$ cat src/rtl/rf_issue_ctrl_if.sv
// Fetch-side and backend-side signal bundle of the RF issue controller.
// The slave modport is the controller; the master modport is the fetch/backend driver.
interface rf_issue_ctrl_if #(
  parameter int INSTR_W   = 32,
  parameter int NUM_UNITS = 3,
  parameter int DEPTH     = 2
);
  localparam int OCC_W = $clog2(DEPTH + 1);

  logic                 fe_valid;
  logic [INSTR_W-1:0]   fe_instr;
  logic [NUM_UNITS-1:0] fe_unit_req;
  logic                 fe_load;
  logic                 fe_ready;
  logic [NUM_UNITS-1:0] unit_busy;
  logic                 mem_stall;
  logic                 exception_start;
  logic                 rf_valid;
  logic [INSTR_W-1:0]   rf_instr;
  logic [NUM_UNITS-1:0] rf_unit_req;
  logic                 rf_stall;
  logic                 rf_recover;
  logic                 rf_clear;
  logic [OCC_W-1:0]     rf_occupancy;

  modport master (
    output fe_valid, fe_instr, fe_unit_req, fe_load, unit_busy, mem_stall, exception_start,
    input  fe_ready, rf_valid, rf_instr, rf_unit_req, rf_stall, rf_recover, rf_clear, rf_occupancy
  );

  modport slave (
    input  fe_valid, fe_instr, fe_unit_req, fe_load, unit_busy, mem_stall, exception_start,
    output fe_ready, rf_valid, rf_instr, rf_unit_req, rf_stall, rf_recover, rf_clear, rf_occupancy
  );
endinterface

$ cat src/rtl/rf_issue_ctrl.sv
// RF stage controller: DEPTH-entry hold queue issuing to busy-gated backend units,
// with a load-use interlock and exception flush. Issue is 1 cycle after accept at minimum.
module rf_issue_ctrl #(
  parameter int INSTR_W    = 32,
  parameter int DEPTH      = 2,
  parameter int NUM_UNITS  = 3,
  parameter int LOAD_DELAY = 1
) (
  input  logic clk,
  input  logic rst_n,
  rf_issue_ctrl_if.slave rf_if
);
  localparam int PTR_W = (DEPTH > 1) ? $clog2(DEPTH) : 1;
  localparam int OCC_W = $clog2(DEPTH + 1);
  localparam int LC_W  = (LOAD_DELAY > 0) ? $clog2(LOAD_DELAY + 1) : 1;

  typedef struct packed {
    logic [INSTR_W-1:0]   instr;
    logic [NUM_UNITS-1:0] req;
    logic                 load;
  } entry_t;

  typedef enum logic [1:0] {ST_START, ST_RUN, ST_FLUSH} state_t;

  state_t           r_state, w_state_nxt;
  entry_t           r_q [DEPTH];
  logic [DEPTH-1:0] r_held;
  logic [PTR_W-1:0] r_rd_ptr, r_wr_ptr;
  logic [OCC_W-1:0] r_occ;
  logic [LC_W-1:0]  r_load_cnt;

  entry_t w_head;
  logic   w_run, w_flush_req, w_head_vld, w_blocked, w_full, w_issue, w_push;

  function automatic logic [PTR_W-1:0] ptr_inc(input logic [PTR_W-1:0] p);
    return (p == PTR_W'(DEPTH - 1)) ? '0 : p + PTR_W'(1);
  endfunction

  assign w_head      = r_q[r_rd_ptr];
  assign w_run       = (r_state == ST_RUN);
  assign w_flush_req = rf_if.exception_start & (r_state != ST_START);
  assign w_head_vld  = (r_occ != '0);
  assign w_full      = (r_occ == OCC_W'(DEPTH));
  assign w_blocked   = rf_if.mem_stall | (|(w_head.req & rf_if.unit_busy)) | (r_load_cnt != '0);
  assign w_issue     = w_run & ~rf_if.exception_start & w_head_vld & ~w_blocked;
  // A full queue still accepts when the head leaves in the same cycle.
  assign rf_if.fe_ready = w_run & ~rf_if.exception_start & (~w_full | w_issue);
  assign w_push      = rf_if.fe_valid & rf_if.fe_ready;

  assign rf_if.rf_valid     = w_issue;
  assign rf_if.rf_instr     = w_head.instr;
  assign rf_if.rf_unit_req  = w_head.req;
  assign rf_if.rf_stall     = w_run & w_head_vld & w_blocked;
  assign rf_if.rf_recover   = w_issue & r_held[r_rd_ptr];
  assign rf_if.rf_clear     = w_flush_req;
  assign rf_if.rf_occupancy = r_occ;

  always_ff @(posedge clk or negedge rst_n) begin
    if (!rst_n) r_state <= ST_START;
    else        r_state <= w_state_nxt;
  end

  always_comb begin
    w_state_nxt = r_state;
    case (r_state)
      ST_START: w_state_nxt = ST_RUN;
      ST_RUN:   if (rf_if.exception_start) w_state_nxt = ST_FLUSH;
      ST_FLUSH: if (!rf_if.exception_start && !rf_if.mem_stall && rf_if.unit_busy == '0)
                  w_state_nxt = ST_RUN;
      default:  w_state_nxt = ST_START;
    endcase
  end

  always_ff @(posedge clk or negedge rst_n) begin
    if (!rst_n) begin
      r_rd_ptr   <= '0;
      r_wr_ptr   <= '0;
      r_occ      <= '0;
      r_held     <= '0;
      r_load_cnt <= '0;
      for (int i = 0; i < DEPTH; i++) r_q[i] <= '0;
    end else if (w_flush_req) begin
      r_rd_ptr   <= '0;
      r_wr_ptr   <= '0;
      r_occ      <= '0;
      r_held     <= '0;
      r_load_cnt <= '0;
    end else begin
      if (w_push) begin
        r_q[r_wr_ptr]    <= '{instr: rf_if.fe_instr, req: rf_if.fe_unit_req, load: rf_if.fe_load};
        r_held[r_wr_ptr] <= 1'b0;
        r_wr_ptr         <= ptr_inc(r_wr_ptr);
      end
      // A stalled head never shares its slot with the write pointer (queue not full or no push).
      if (w_issue)             r_rd_ptr         <= ptr_inc(r_rd_ptr);
      else if (rf_if.rf_stall) r_held[r_rd_ptr] <= 1'b1;

      case ({w_push, w_issue})
        2'b10:   r_occ <= r_occ + OCC_W'(1);
        2'b01:   r_occ <= r_occ - OCC_W'(1);
        default: r_occ <= r_occ;
      endcase

      if (w_issue && w_head.load) r_load_cnt <= LC_W'(LOAD_DELAY);
      else if (r_load_cnt != '0)  r_load_cnt <= r_load_cnt - LC_W'(1);
    end
  end
endmodule

$ cat src/flat_wrapper.sv
// flat-port wrapper written by rule: the top's interface ports become plain ports
module rf_issue_ctrl_flat 
#(
  parameter int INSTR_W    = 32,
  parameter int DEPTH      = 2,
  parameter int NUM_UNITS  = 3,
  parameter int LOAD_DELAY = 1
)
  (clk, rst_n, rf_if_fe_valid, rf_if_fe_instr, rf_if_fe_unit_req, rf_if_fe_load, rf_if_unit_busy, rf_if_mem_stall, rf_if_exception_start, rf_if_fe_ready, rf_if_rf_valid, rf_if_rf_instr, rf_if_rf_unit_req, rf_if_rf_stall, rf_if_rf_recover, rf_if_rf_clear, rf_if_rf_occupancy);
  rf_issue_ctrl_if #(.INSTR_W(INSTR_W), .NUM_UNITS(NUM_UNITS), .DEPTH(DEPTH)) rf_if_i ();
  input  logic clk;
  input  logic rst_n;
  input wire logic [$bits(rf_if_i.fe_valid)-1:0] rf_if_fe_valid;
  input wire logic [$bits(rf_if_i.fe_instr)-1:0] rf_if_fe_instr;
  input wire logic [$bits(rf_if_i.fe_unit_req)-1:0] rf_if_fe_unit_req;
  input wire logic [$bits(rf_if_i.fe_load)-1:0] rf_if_fe_load;
  input wire logic [$bits(rf_if_i.unit_busy)-1:0] rf_if_unit_busy;
  input wire logic [$bits(rf_if_i.mem_stall)-1:0] rf_if_mem_stall;
  input wire logic [$bits(rf_if_i.exception_start)-1:0] rf_if_exception_start;
  output wire logic [$bits(rf_if_i.fe_ready)-1:0] rf_if_fe_ready;
  output wire logic [$bits(rf_if_i.rf_valid)-1:0] rf_if_rf_valid;
  output wire logic [$bits(rf_if_i.rf_instr)-1:0] rf_if_rf_instr;
  output wire logic [$bits(rf_if_i.rf_unit_req)-1:0] rf_if_rf_unit_req;
  output wire logic [$bits(rf_if_i.rf_stall)-1:0] rf_if_rf_stall;
  output wire logic [$bits(rf_if_i.rf_recover)-1:0] rf_if_rf_recover;
  output wire logic [$bits(rf_if_i.rf_clear)-1:0] rf_if_rf_clear;
  output wire logic [$bits(rf_if_i.rf_occupancy)-1:0] rf_if_rf_occupancy;
  assign rf_if_i.fe_valid = rf_if_fe_valid;
  assign rf_if_i.fe_instr = rf_if_fe_instr;
  assign rf_if_i.fe_unit_req = rf_if_fe_unit_req;
  assign rf_if_i.fe_load = rf_if_fe_load;
  assign rf_if_i.unit_busy = rf_if_unit_busy;
  assign rf_if_i.mem_stall = rf_if_mem_stall;
  assign rf_if_i.exception_start = rf_if_exception_start;
  assign rf_if_fe_ready = rf_if_i.fe_ready;
  assign rf_if_rf_valid = rf_if_i.rf_valid;
  assign rf_if_rf_instr = rf_if_i.rf_instr;
  assign rf_if_rf_unit_req = rf_if_i.rf_unit_req;
  assign rf_if_rf_stall = rf_if_i.rf_stall;
  assign rf_if_rf_recover = rf_if_i.rf_recover;
  assign rf_if_rf_clear = rf_if_i.rf_clear;
  assign rf_if_rf_occupancy = rf_if_i.rf_occupancy;
  rf_issue_ctrl #(.INSTR_W(INSTR_W), .DEPTH(DEPTH), .NUM_UNITS(NUM_UNITS), .LOAD_DELAY(LOAD_DELAY)) u_core (.clk(clk), .rst_n(rst_n), .rf_if(rf_if_i));
endmodule
$ cat config.mk
export PLATFORM = sky130hd
export DESIGN_NAME = rf_issue_ctrl_flat
export DESIGN_NICKNAME = d
export VERILOG_FILES = /design/src/rtl/rf_issue_ctrl_if.sv /design/src/rtl/rf_issue_ctrl.sv /design/src/flat_wrapper.sv
export SDC_FILE = /design/constraint.sdc
export NUM_CORES = 1
export LEC_CHECK = 0
export BUFFER_PORTS_ARGS = -buffer_cell sky130_fd_sc_hd__buf_2
export CAP_MARGIN = 30
export CORE_ASPECT_RATIO = 0.7
export CORE_MARGIN = 2
export CORE_UTILIZATION = 55
export CTS_CLUSTER_SIZE = 14
export DETAILED_ROUTE_END_ITERATION = 10
export PLACE_DENSITY_LB_ADDON = 0.08
export SKIP_CTS_REPAIR_TIMING = 1
export SLEW_MARGIN = 0
export SYNTH_ARGS = -nofsm -noshare
export SYNTH_HDL_FRONTEND = slang
export SYNTH_SLANG_ARGS = --single-unit
$ cat constraint.sdc
create_clock -name clk -period 3.85 [get_ports clk]
set_input_delay 0.1925 -clock clk [delete_from_list [all_inputs] [get_ports clk]]
set_output_delay 0.1925 -clock clk [all_outputs]
set_load 0.01 [all_outputs]
* Word-level counts from Yosys, hierarchy flattened
Index checks and enable logic that the tools add are counted. Widths: inputs -> output; s select.
Operators by class: muxes and demuxes 31, $add $sub $neg 5, order comparisons 7, equality and inequality tests 7, bitwise gates (word level) 22, reduce and logical (&&, ||, !) cells 18
Operators with widths (count):
- $mux 36 | 4
- $bwmux 72 | 1
- $demux 36 s1 | 1
- $mux 2 | 8
- $mux 1 | 13
- $and 1x1->1 | 9
- $reduce_bool 2->1 | 4
- $eq 2x2->1 const B | 3
- $logic_and 1x1->1 | 6
- $pmux 2 s3 | 1
- $eq 2x1->1 const B | 2
- $ge 2x2->1 const B | 2
- $lt 1x2->1 const B | 2
- $not 1->1 | 4
- $not 1->2 | 2
- $pmux 2 s2 | 1
- $reduce_and 2->1 | 2
- $and 3x3->3 | 1
- $logic_not 3->1 | 1
- $or 1x1->1 | 3
- $reduce_bool 3->1 | 1
- $reduce_or 3->1 | 1
- $add 1x1->1 const B | 2
- $add 2x1->2 const B | 1
- 12 further kinds | 15
Word-level totals: bits of input ports 44, flip-flop bits (word level) 81, word-level logic and storage cells 102, output and inout port bits 42

* Longest topological paths before layout
Gate-level depths: netlist of run 1.
depth after elaboration 19, depth in mapped cells 8, depth with buffers taken out 8

* Worst setup path before layout of run 1
OpenSTA, ideal clock, no wires.
path kind register to register, start point register u_core.r_rd_ptr, end point register u_core.r_occ[1] (netlist: u_core.rf_if.rf_occupancy[1]), setup time 79 ps, clock period less this slack 2272 ps, path slack 1578 ps, buffers on the path 0, stages on the path, launching flop included 8, data required time 3771 ps, arrival time 2193 ps, cell sequence dfrtp_1 > mux2_4 > a211oi_4 > a21oi_2 > or3_1 > ha_1 > or3_1 > a21oi_1
On the way: longest elaborated chain between the ends 16, elaborated cells on any way between the ends 18, classes of those cells eq/ne (2); mux (5); bitwise (9); reduce/logical (2)
RTL lines:
- start: declaration | RTL line rf_issue_ctrl.sv:28 | logic [PTR_W-1:0] r_rd_ptr, r_wr_ptr;
- start signal: assignment | RTL line rf_issue_ctrl.sv:95 | if (w_issue) r_rd_ptr <= ptr_inc(r_rd_ptr);
- $not 1->2 (implied by the code) * | RTL line rf_issue_ctrl.sv:39 | assign w_head = r_q[r_rd_ptr];
- $mux 36 (implied by the code) * (3 in series) | RTL line rf_issue_ctrl.sv:39
- via rf_if_rf_unit_req[2] | RTL line flat_wrapper.sv:23 | output wire logic [$bits(rf_if_i.rf_unit_req)-1:0] rf_if_rf_unit_req;
- $and 3x3->3 * | RTL line rf_issue_ctrl.sv:44 | assign w_blocked = rf_if.mem_stall | (|(w_head.req & rf_if.unit_busy)) | (r_load_cnt != '0);
- $reduce_or 3->1 * | RTL line rf_issue_ctrl.sv:44
- $or 1x1->1 * (2 in series) | RTL line rf_issue_ctrl.sv:44
- $not 1->1 * | RTL line rf_issue_ctrl.sv:45 | assign w_issue = w_run & ~rf_if.exception_start & w_head_vld & ~w_blocked;
- $and 1x1->1 * | RTL line rf_issue_ctrl.sv:45
- $or 1x1->1 | RTL line rf_issue_ctrl.sv:47 | assign rf_if.fe_ready = w_run & ~rf_if.exception_start & (~w_full | w_issue);
- $and 1x1->1 | RTL line rf_issue_ctrl.sv:47
- $and 1x1->1 | RTL line rf_issue_ctrl.sv:48 | assign w_push = rf_if.fe_valid & rf_if.fe_ready;
- $eq 2x1->1 or $eq 2x2->1 (tied branches) | RTL line rf_issue_ctrl.sv:98 | case ({w_push, w_issue})
- $pmux 2 s2 | RTL line rf_issue_ctrl.sv:98
- $mux 2 | RTL line rf_issue_ctrl.sv:82 | end else if (w_flush_req) begin
- end signal: assignment | RTL line rf_issue_ctrl.sv:99 | 2'b10: r_occ <= r_occ + OCC_W'(1);
- end signal: assignment | RTL line rf_issue_ctrl.sv:100 | 2'b01: r_occ <= r_occ - OCC_W'(1);
- end signal: assignment | RTL line rf_issue_ctrl.sv:101 | default: r_occ <= r_occ;
- end: declaration | RTL line rf_issue_ctrl.sv:29 | logic [OCC_W-1:0] r_occ;
The timed path passes the listed nets; every way through them passes the cells marked *. The select of a mux whose other input is x is not followed. A chain may end at the register's enable or synchronous reset.

* Final worst setup path of run 1
start point register u_core.r_rd_ptr, end point output port rf_if_rf_stall
On the way: longest elaborated chain between the ends 9
RTL lines:
- $not 1->2 (implied by the code) | RTL line rf_issue_ctrl.sv:39
- $mux 36 (implied by the code) (3 in series) | RTL line rf_issue_ctrl.sv:39
- $and 3x3->3 | RTL line rf_issue_ctrl.sv:44
- $reduce_or 3->1 | RTL line rf_issue_ctrl.sv:44
- $or 1x1->1 (2 in series) | RTL line rf_issue_ctrl.sv:44
- $and 1x1->1 | RTL line rf_issue_ctrl.sv:53 | assign rf_if.rf_stall = w_run & w_head_vld & w_blocked;
- end: declaration | RTL line flat_wrapper.sv:24 | output wire logic [$bits(rf_if_i.rf_stall)-1:0] rf_if_rf_stall;
Every way passes these cells. The select of a mux whose other input is x is not followed.

==> results of run 1 <==
==> layer usage <==
| metal | up-vias | wire length [um] | global-route usage |
|---|---|---|---|
| li1 | 1061 | - | - |
| met1 | 1112 | 3360 | 0.284 |
| met2 | 56 | 3070 | 0.283 |
| met3 | 4 | 376 | 0.0728 |
| met4 | 0 | 40 | 0.0756 |
| met5 | - | 0 | 0 |
==> worst paths after layout <==
path	from	cells after the start	slack, ns	to
min	rf_if_fe_instr[28]	2	0.08	u_core.r_q[32]$_DFFE_PN0P_
max	u_core.r_rd_ptr$_DFFE_PN0P_	4	1.25	rf_if_rf_stall
max in group asynchronous	rst_n	3	2.95	u_core.r_q[65]$_DFFE_PN0P_
min reg2reg	u_core.r_q[51]$_DFFE_PN0P_	1	0.51	u_core.r_q[51]$_DFFE_PN0P_
min in group asynchronous	rst_n	2	0.31	u_core.rf_if.rf_occupancy[1]$_DFFE_PN0P_
max reg2reg	u_core.r_rd_ptr$_DFFE_PN0P_	6	1.27	u_core.r_q[14]$_DFFE_PN0P_
==> final cells by class <==
cell class | count | area [sq um]
clock buffer | 13 | 169
clock inverter | 2 | 37.5
fill | 544 | 2200
inverter | 4 | 15.0
multi-input combinational | 148 | 1610
sequential | 81 | 2030
tap | 94 | 118
timing repair buffer | 90 | 488
==> registers in the layout (all words and copies together), names as in the netlist <==
| register | cells |
|---|---|
| u_core.r_q | 72 |
| u_core.r_wr_ptr | 1 |
| u_core.r_state | 2 |
| u_core.r_load_cnt | 1 |
| u_core.r_held | 2 |
| u_core.rf_if.rf_occupancy | 2 |
| u_core.r_rd_ptr | 1 |
==> kinds of logic after synthesis <==
kind of cell	synth area share
AO/OA/AOI/OAI	0.0339
XOR/XNOR	0.00705
adder cells (fa/ha/maj)	0.00336
buffers and inverters	0.0258
flip-flops	0.544
multiplexers	0.359
AND/OR/NAND/NOR	0.0272
==> layout by cell type, fill, tap and decap left out, types with 2 or more instances in the layout <==
master,n
nand2_1,3
nor2_1,7
mux2i_1,2
buf_4,4
buf_2,84
o31a_1,2
o21ai_0,3
mux2_2,77
a21oi_1,2
xor2_1,2
clkbuf_8,12
inv_1,4
dfrtp_1,80
mux2_4,30
or3_1,2
==> power by group <==
group	internal [mW]	switching (mW)	total, mW
logic	0.714	0.481	1.19
registers	1.20	0.190	1.39
clock network	0.350	0.292	0.642
==> metrics by stage <==
| step | setup slack (ns) | cells |
|---|---|---|
| after global placement | 1.32 | 415 |
| after global routing | 1.17 | 432 |
| final | 1.25 | 432 |
| after detailed placement | 1.30 | 416 |
| after floorplan | 1.58 | 245 |
| after CTS | 1.23 | 431 |
==> critical path, cell delays in order (launching register included) <==
cell	delay (ns)
dfrtp_2	0.50
mux2_2	0.27
a22oi_2	0.10
a2111oi_0	0.89
buf_2	0.28
==> metrics.txt, run 1 <==
vias after detailed routing 2233; DR WL/cell 15.8 um; peak supply drop 0.000345 V; clock buffer count from CTS 9; Worst-path clk slew 0.09 ns; asr flop ratio synth 1.00; EDFF count, synth 0; worst path required time 3.66 ns; fmax 0.385 GHz; fin nets 379; Slew Viols, Final 0; final hold viol count 0; number of setup violations in the final report 0; # IOs 86; initial antenna violation count 0; Syn Area/Cell 15.2 sq um; IO Port Bufs 85; MaxCap Viol Count 0; Cell variety after synth 34; Setup CP Type reg -> out; Post-Synthesis Cells 245; clock tree buffer depth 2; final worst-path cycle share 0.675; WHS 0.0782 ns; Seq/Total Area, Yosys 0.544; share of cells above drive strength 1 0.639; unrepaired setup endpoints after global routing no; core area 6660 sq um; synth top area cells dfrtp_1 (54%), mux2_2 (23%), mux2_4 (12%); Die Area 7460 sq um; routability congestion estimate 0.809; Routed Antenna Nets 0; Slew @ Worst Pin 1.03 ns; largest net degree at the start of global routing 52; CTS sink cnt 81; count of state elements after synthesis 81; crit end category output port; die width 102 um; top-area cell type share of the netlist area 0.544; Initial Utilization 0.559; Post-Syn Nets 290; Final Cell Area 4470 sq um; first-pass GRT wire length 11000 um; count leader, synth dfrtp_1; CTS tree yes; Final Util 0.670; Rows 25; root buffer cell clkbuf_8; fin crit period 2.60 ns; Clock Skews 0.0140 ns; ANT cells 0; grt ovf 0; worst min path class in -> reg; most frequent cells after synthesis dfrtp_1 (81), mux2_2 (77), mux2_4 (30), nor2_1 (7), inv_1 (4); Synth Flop Type dfrtp_1; status finished clean; htree depth 3; GRT Resource Usage Total 0.200; PnR Total Power 3.22 mW; Pre-antenna DRT Iters 4; mapped cell area 3730 sq um; Critical Path Source Type register; post-DP HPWL 4610 um; Yosys top cell by area dfrtp_1; Clk Latency, worst-skew pair 0.36 ns; Area growth syn-to-layout 19.8%; DRT iter0 DRCs 48; TNS Setup 0 ns; Critical Path AT 2.41 ns; Placed Area 4250 sq um; Leak 2.19 nW; # DRC 0; Slew headroom 0.293; synth warn 0; Via density 5.17; vias in the first global route 2216; pwr dens 721 nW/um^2; Routed Wire Length 6850 um; Die Ht 72.9 um; CP max FO 9
(Power assumes the default switching activity.)
==> inputs of run 2 (changes only) <==
ABC_AREA = 1   (was default)
CORE_UTILIZATION = 49   (was 55)
clock period = 2.3 ns   (was 3.85 ns; I/O delays follow)
==> metrics.txt, run 2 <==
Slew @ Worst Pin 0.787 ns (-0.247 ns); WHS -0.00157 ns (-0.0798 ns); vias after detailed routing 3187 (+43%); placed cells 627 (+51%); Pre-antenna DRT Iters 4 (unchanged); worst reg2reg startpoint u_core.r_rd_ptr$_DFFE_PN0P_; Yosys top cell by area dfrtp_1; mapped cell area 3750 sq um (+0.64%); htree depth 3 (unchanged); first-pass GRT wire length 14400 um (+31%); Worst Reg-to-Reg Cells 11 (+5); clock tree buffer depth 2 (unchanged); DRT iter0 DRCs 206 (+330%); ANT cells 0 (unchanged); root buffer cell clkbuf_8; R2R setup slack 0.38 ns (-0.89 ns); Hold Crit Depth 3 (+1); Syn Area/Cell 8.21 sq um (-46%); # DRC 0 (unchanged); number of setup violations in the final report 0 (unchanged); Die Area 8380 sq um (+12%); Worst-path clk slew 0.07 ns (-0.02 ns); Slew Viols, Final 0 (unchanged); CP max FO 20 (+11); Routed Wire Length 8340 um (+22%); Post-Synthesis Cells 457 (+87%); count of state elements after synthesis 81 (unchanged); Initial Utilization 0.510 (-0.0492); worst-path cell chain inv_1 -> nand2_1 -> nand3_1 -> nand2_1 -> inv_2 -> nand3_4 -> nand2_4 -> nand3_4 -> inv_2 -> buf_4 -> o21ai_0; final cell count without fillers 667 (+54%); crit end category register; core area 7350 sq um (+10%); fin nets 609 (+61%); Die Ht 77.2 um (+5.9%); most frequent cells in the layout nand2_1 (174), buf_2 (84), dfrtp_1 (80); fmax 0.520 GHz; Clk Latency, worst-skew pair 0.34 ns (-0.02 ns); Largest Register u_core.r_q; largest net degree at the start of global routing 63 (+21%); commonest non-fill, non-tap cell in the layout nand2_1; share of cells above drive strength 1 0.251 (-0.388); post-DP HPWL 5670 um (+23%); IO Port Bufs 85 (unchanged); fin crit period 1.92 ns; die width 109 um (+6.0%); MaxCap Viol Count 0 (unchanged); Routed Antenna Nets 0 (unchanged); reg-to-reg endpoint u_core.r_q[1]$_DFFE_PN0P_; # IOs 86 (unchanged); pwr dens 1110 nW/um^2 (+53%); grt ovf 0 (unchanged); post-place setup slack 0.370 ns (-0.927 ns); synth warn 0 (unchanged); setup ws final 0.378 ns (-0.874 ns); Slew headroom 0.475 (+0.183); CP delay by family, top buffers and inverters; routability congestion estimate 0.774 (-4.4%); DR WL/cell 12.5 um (-21%); most frequent cells after synthesis nand2_1 (174), dfrtp_1 (81), o21ai_0 (73), inv_1 (46), nand2_2 (23); Area growth syn-to-layout 25.3%; synth top area cells dfrtp_1 (54%), nand2_1 (17%), o21ai_0 (9.7%); final hold viol count 1 (+1); Critical Path AT 2.14 ns (-0.27 ns); Critical Path Source Type register; worst min path class in -> reg; asr flop ratio synth 1.00 (unchanged); initial antenna violation count 0 (unchanged); unrepaired setup endpoints after global routing no; EDFF count, synth 0 (unchanged); Post-Syn Nets 502 (+73%); Leak 2.45 nW (+12%); violated checks negative hold slack; Cell variety after synth 26 (-24%); CP peak stage delay 0.45 ns (-0.44 ns); worst path required time 2.51 ns (-1.15 ns); top-area cell type share of the netlist area 0.540 (-0.00345); CTS sink cnt 81 (unchanged); CTS tree yes; hold path startpoint rf_if_fe_instr[28]; WHS Endpoint u_core.r_q[32]$_DFFE_PN0P_; TNS Setup 0 ns (unchanged); # fillers 650 (+19%); Rows 26 (+4.0%); clock buffer count from CTS 9 (unchanged); Clock Skews 0.00883 ns (-0.00520 ns); Seq/Total Area, Yosys 0.540 (-0.00345); worst path bufs/invs 4 (+3); peak supply drop 0.000536 V (+56%); Via density 4.78 (-7.6%); final worst-path cycle share 0.836; count leader, synth nand2_1; Setup CP Type reg -> reg; slowest CP cell dfrtp_2; status finished with violations; vias in the first global route 3096 (+40%); max reg flops 72 (unchanged); GRT Resource Usage Total 0.218 (+0.0176); Synth Flop Type dfrtp_1
run 2: cell count changes after synthesis, moves of 7 or more:
cell      delta
nand2_2     +23
mux2_2      -77
inv_1       +42
o21ai_0     +70
nand2_1    +171
mux2_4      -30
clkbuf_1     +7
run 2: how the worst max path moves through the flow:
stage / start / end / slack (ns) / cells after the start
floorplan: u_core.r_rd_ptr$_DFFE_PN0P_ / u_core.rf_if.rf_occupancy[1]$_DFFE_PN0P_ / 0.64 / 11
global placement: u_core.r_rd_ptr$_DFFE_PN0P_ / u_core.r_q[1]$_DFFE_PN0P_ / 0.45 / 11
detailed placement: u_core.r_rd_ptr$_DFFE_PN0P_ / u_core.r_q[1]$_DFFE_PN0P_ / 0.37 / 11
CTS: u_core.r_rd_ptr$_DFFE_PN0P_ / u_core.r_q[2]$_DFFE_PN0P_ / 0.36 / 11
global route: u_core.r_rd_ptr$_DFFE_PN0P_ / u_core.r_q[1]$_DFFE_PN0P_ / 0.13 / 12
finish: u_core.r_rd_ptr$_DFFE_PN0P_ / u_core.r_q[1]$_DFFE_PN0P_ / 0.38 / 11
run 2: cell type report:
class | instances | area (sq um) | share of cell area
Sequential cell | 81 | 2030 | 0.432
Multi-Input combinational cell | 304 | 1390 | 0.296
Inverter | 50 | 188 | 0.0399
Tap cell | 98 | 123 | 0.0261
Clock inverter | 5 | 104 | 0.0221
Clock buffer | 11 | 131 | 0.0280
Timing Repair Buffer | 118 | 736 | 0.157
run 2: cell families after synthesis:
logic type,share of synthesized area
fa+ha+maj,0.00334
simple gates,0.252
xor+xnor,0.00234
compound gates,0.112
buf+inv,0.0894
flops,0.540
run 2: worst min-delay path, stage by stage:
cell     delay [ns]
buf_2          0.10
nand2_2        0.04
nand2_1        0.04
run 2: layer usage:
metal	up-vias	routed length, um	track usage
met2	79	3760	0.339
met3	6	458	0.0663
met1	1481	4060	0.301
met5	-	0	0
met4	0	59	0.0449
li1	1621	-	-
run 2: stage by stage:
stage	total power [mW]	instance area (sq um)	util	hold slack, ns
3_5_place_dp	3.98	4220	0.574	0.251
5_1_grt	5.63	4700	0.639	0.000156
2_1_floorplan	3.33	3750	-	-0.181
4_1_cts	5.22	4460	0.606	-0.129
6_report	5.19	4700	0.639	-0.00157
3_3_place_gp	3.91	4220	0.574	0.257
run 2: power breakdown:
group	switching, mW	leakage (nW)	internal, mW	total, mW
sequential	0.268	1.03	2.03	2.30
combinational	1.01	1.30	0.677	1.68
clock	0.491	0.118	0.723	1.21
==> inputs of run 3 (changes only) <==
CORE_UTILIZATION = 54   (was 49)
clock period = 1.9 ns   (was 2.3 ns; I/O delays follow)
==> metrics.txt, run 3 (same netlist as run 2, synthesis figures left out) <==
clock power share 0.190 (-0.044); hold path startpoint rf_if_exception_start; most frequent cells in the layout nand2_1 (173), buf_2 (84), dfrtp_1 (80); final hold viol count 0 (-1); Worst-path clk slew 0.08 ns (about the same); Slew headroom 0.571 (+0.0953); Worst Reg-to-Reg Cells 12 (+1); Largest Register u_core.r_q; CP delay by family, top compound AO/OA/AOI/OAI gates; Initial Utilization 0.558 (+0.0476); slowest CP cell o21ai_0; htree depth 3 (unchanged); switching portion of total power 0.359 (+0.0194); Register Area 2030 sq um (unchanged); vias after detailed routing 3213 (+0.82%); Int Pwr 3.86 mW (+13%); worst path required time 1.80 ns (-0.71 ns); status finished clean; largest net degree at the start of global routing 47 (-25%); reg-to-reg endpoint u_core.r_q[61]$_DFFE_PN0P_; GRT Resource Usage Total 0.228 (+0.0107); grt ovf 0 (unchanged); clock buffer count from CTS 9 (unchanged); Routed Antenna Nets 0 (unchanged); share of cells above drive strength 1 0.253 (+0.00126); Critical Path AT 1.70 ns (-0.44 ns); # IOs 86 (unchanged); post-place setup slack 0.0933 ns (-0.276 ns); CTS tree yes; Clk Latency, worst-skew pair 0.35 ns (about the same); setup ws final 0.107 ns (-0.271 ns); CP peak stage delay 0.55 ns (+0.10 ns); TNS Setup 0 ns (unchanged); post-DP HPWL 5410 um (-4.7%); Via density 4.75 (-0.53%); PnR Total Power 6.02 mW (+16%); Hold Crit Depth 4 (+1); clock tree buffer depth 2 (unchanged); CTS sink cnt 81 (unchanged); MaxCap Viol Count 0 (unchanged); number of setup violations in the final report 0 (unchanged); Clock Skews 0.00680 ns (-0.00203 ns); initial antenna violation count 0 (unchanged); Critical Path Source Type register; Gate power share 0.349 (+0.025); IO Port Bufs 85 (unchanged); ANT cells 0 (unchanged); Pre-antenna DRT Iters 4 (unchanged); worst min path class in -> reg; worst reg2reg startpoint u_core.r_rd_ptr$_DFFE_PN0P_; Slew Viols, Final 0 (unchanged); CP max FO 6 (-70%); peak supply drop 0.000581 V (+8.4%); worst-path cell chain o21ai_0 -> inv_1 -> buf_2; Slew @ Worst Pin 0.637 ns (-0.150 ns); routability congestion estimate 0.781 (+0.93%); DRT iter0 DRCs 186 (-9.7%); DR WL/cell 12.4 um (-0.43%); Area growth syn-to-layout 29.1%; area occupied by multi-input gates 1400 sq um (+0.54%); Sequential Power Share 0.461 (+0.019); Die Area 7640 sq um (-8.9%); max reg flops 72 (unchanged); Final Util 0.720 (+0.0810); root buffer cell clkbuf_8; WHS Endpoint u_core.r_state[0]$_DFFE_PN0P_; fin crit period 1.79 ns; Psw 2.16 mW (+23%); Routed Wire Length 8410 um (+0.91%); # DRC 0 (unchanged); worst path bufs/invs 2 (-2); Die Ht 73.7 um (-4.5%); first-pass GRT wire length 13600 um (-5.1%); commonest non-fill, non-tap cell in the layout nand2_1; final worst-path cycle share 0.944; die width 104 um (-4.6%); Rows 25 (-3.8%); core area 6730 sq um (-8.5%); fmax 0.558 GHz; Leak 2.50 nW (+1.9%); # fillers 549 (-16%); R2R setup slack 0.20 ns (-0.18 ns); fin nets 622 (+2.1%); crit end category output port; vias in the first global route 2877 (-7.1%); Setup CP Type reg -> out; pwr dens 1240 nW/um^2 (+13%)
run 3: how the worst max path moves through the flow:
stage / from / end / slack (ns) / cells past startpoint
after global routing: u_core.r_rd_ptr$_DFFE_PN0P_ / u_core.rf_if.rf_occupancy[1]$_DFFE_PN0P_ / -0.002 / 12
after floorplan: u_core.r_rd_ptr$_DFFE_PN0P_ / u_core.rf_if.rf_occupancy[1]$_DFFE_PN0P_ / 0.24 / 11
after CTS: u_core.r_rd_ptr$_DFFE_PN0P_ / u_core.rf_if.rf_occupancy[1]$_DFFE_PN0P_ / 0.08 / 11
after detailed placement: u_core.r_rd_ptr$_DFFE_PN0P_ / u_core.rf_if.rf_occupancy[1]$_DFFE_PN0P_ / 0.09 / 11
after global placement: u_core.r_rd_ptr$_DFFE_PN0P_ / u_core.rf_if.rf_occupancy[1]$_DFFE_PN0P_ / 0.21 / 12
final: u_core.r_state[1]$_DFFE_PN0P_ / rf_if_rf_clear / 0.11 / 3
run 3: power by group through the flow:
stage          Combinational [mW]  Sequential (mW)  Clock, mW
3_5_place_dp                 2.03             2.80          0
6_report                     2.10             2.78       1.14
4_1_cts                      2.04             2.77       1.18
2_1_floorplan                1.31             2.72          0
3_3_place_gp                 1.97             2.77          0
5_1_grt                      2.40             2.86       1.26
run 3: worst reg2reg max path, delay by kind of cell, from the launching register on:
kind / cells / cell delay (ns)
and+or+nand+nor: 7 / 0.57
buffers and inverters: 4 / 0.49
DFF: 1 / 0.47
AOI/OAI and AO/OA: 1 / 0.09
run 3: stage by stage:
step / hold slack (ns) / cell area (sq um) / std cells
floorplan: -0.201 / 3750 / 457
global placement: 0.147 / 4280 / 623
detailed placement: 0.153 / 4280 / 623
CTS: -0.235 / 4460 / 639
global route: 0.0937 / 4840 / 676
finish: 0.0806 / 4840 / 676
run 3: final cells by class:
| type | count | area share |
|---|---|---|
| multi-input cells | 304 | 0.288 |
| clock buffers | 11 | 0.0313 |
| clock inverters | 5 | 0.00620 |
| repair buffers | 131 | 0.192 |
| inverters | 50 | 0.0393 |
| well taps | 94 | 0.0243 |
| flip-flops and latches | 81 | 0.419 |
run 3: layer usage:
metal / track usage / share of wire / vias up
met5: 0 / 0 / -
met4: 0.0691 / 0.011 / 0
met3: 0.0745 / 0.049 / 6
li1: - / - / 1645
met2: 0.366 / 0.46 / 78
met1: 0.302 / 0.48 / 1484
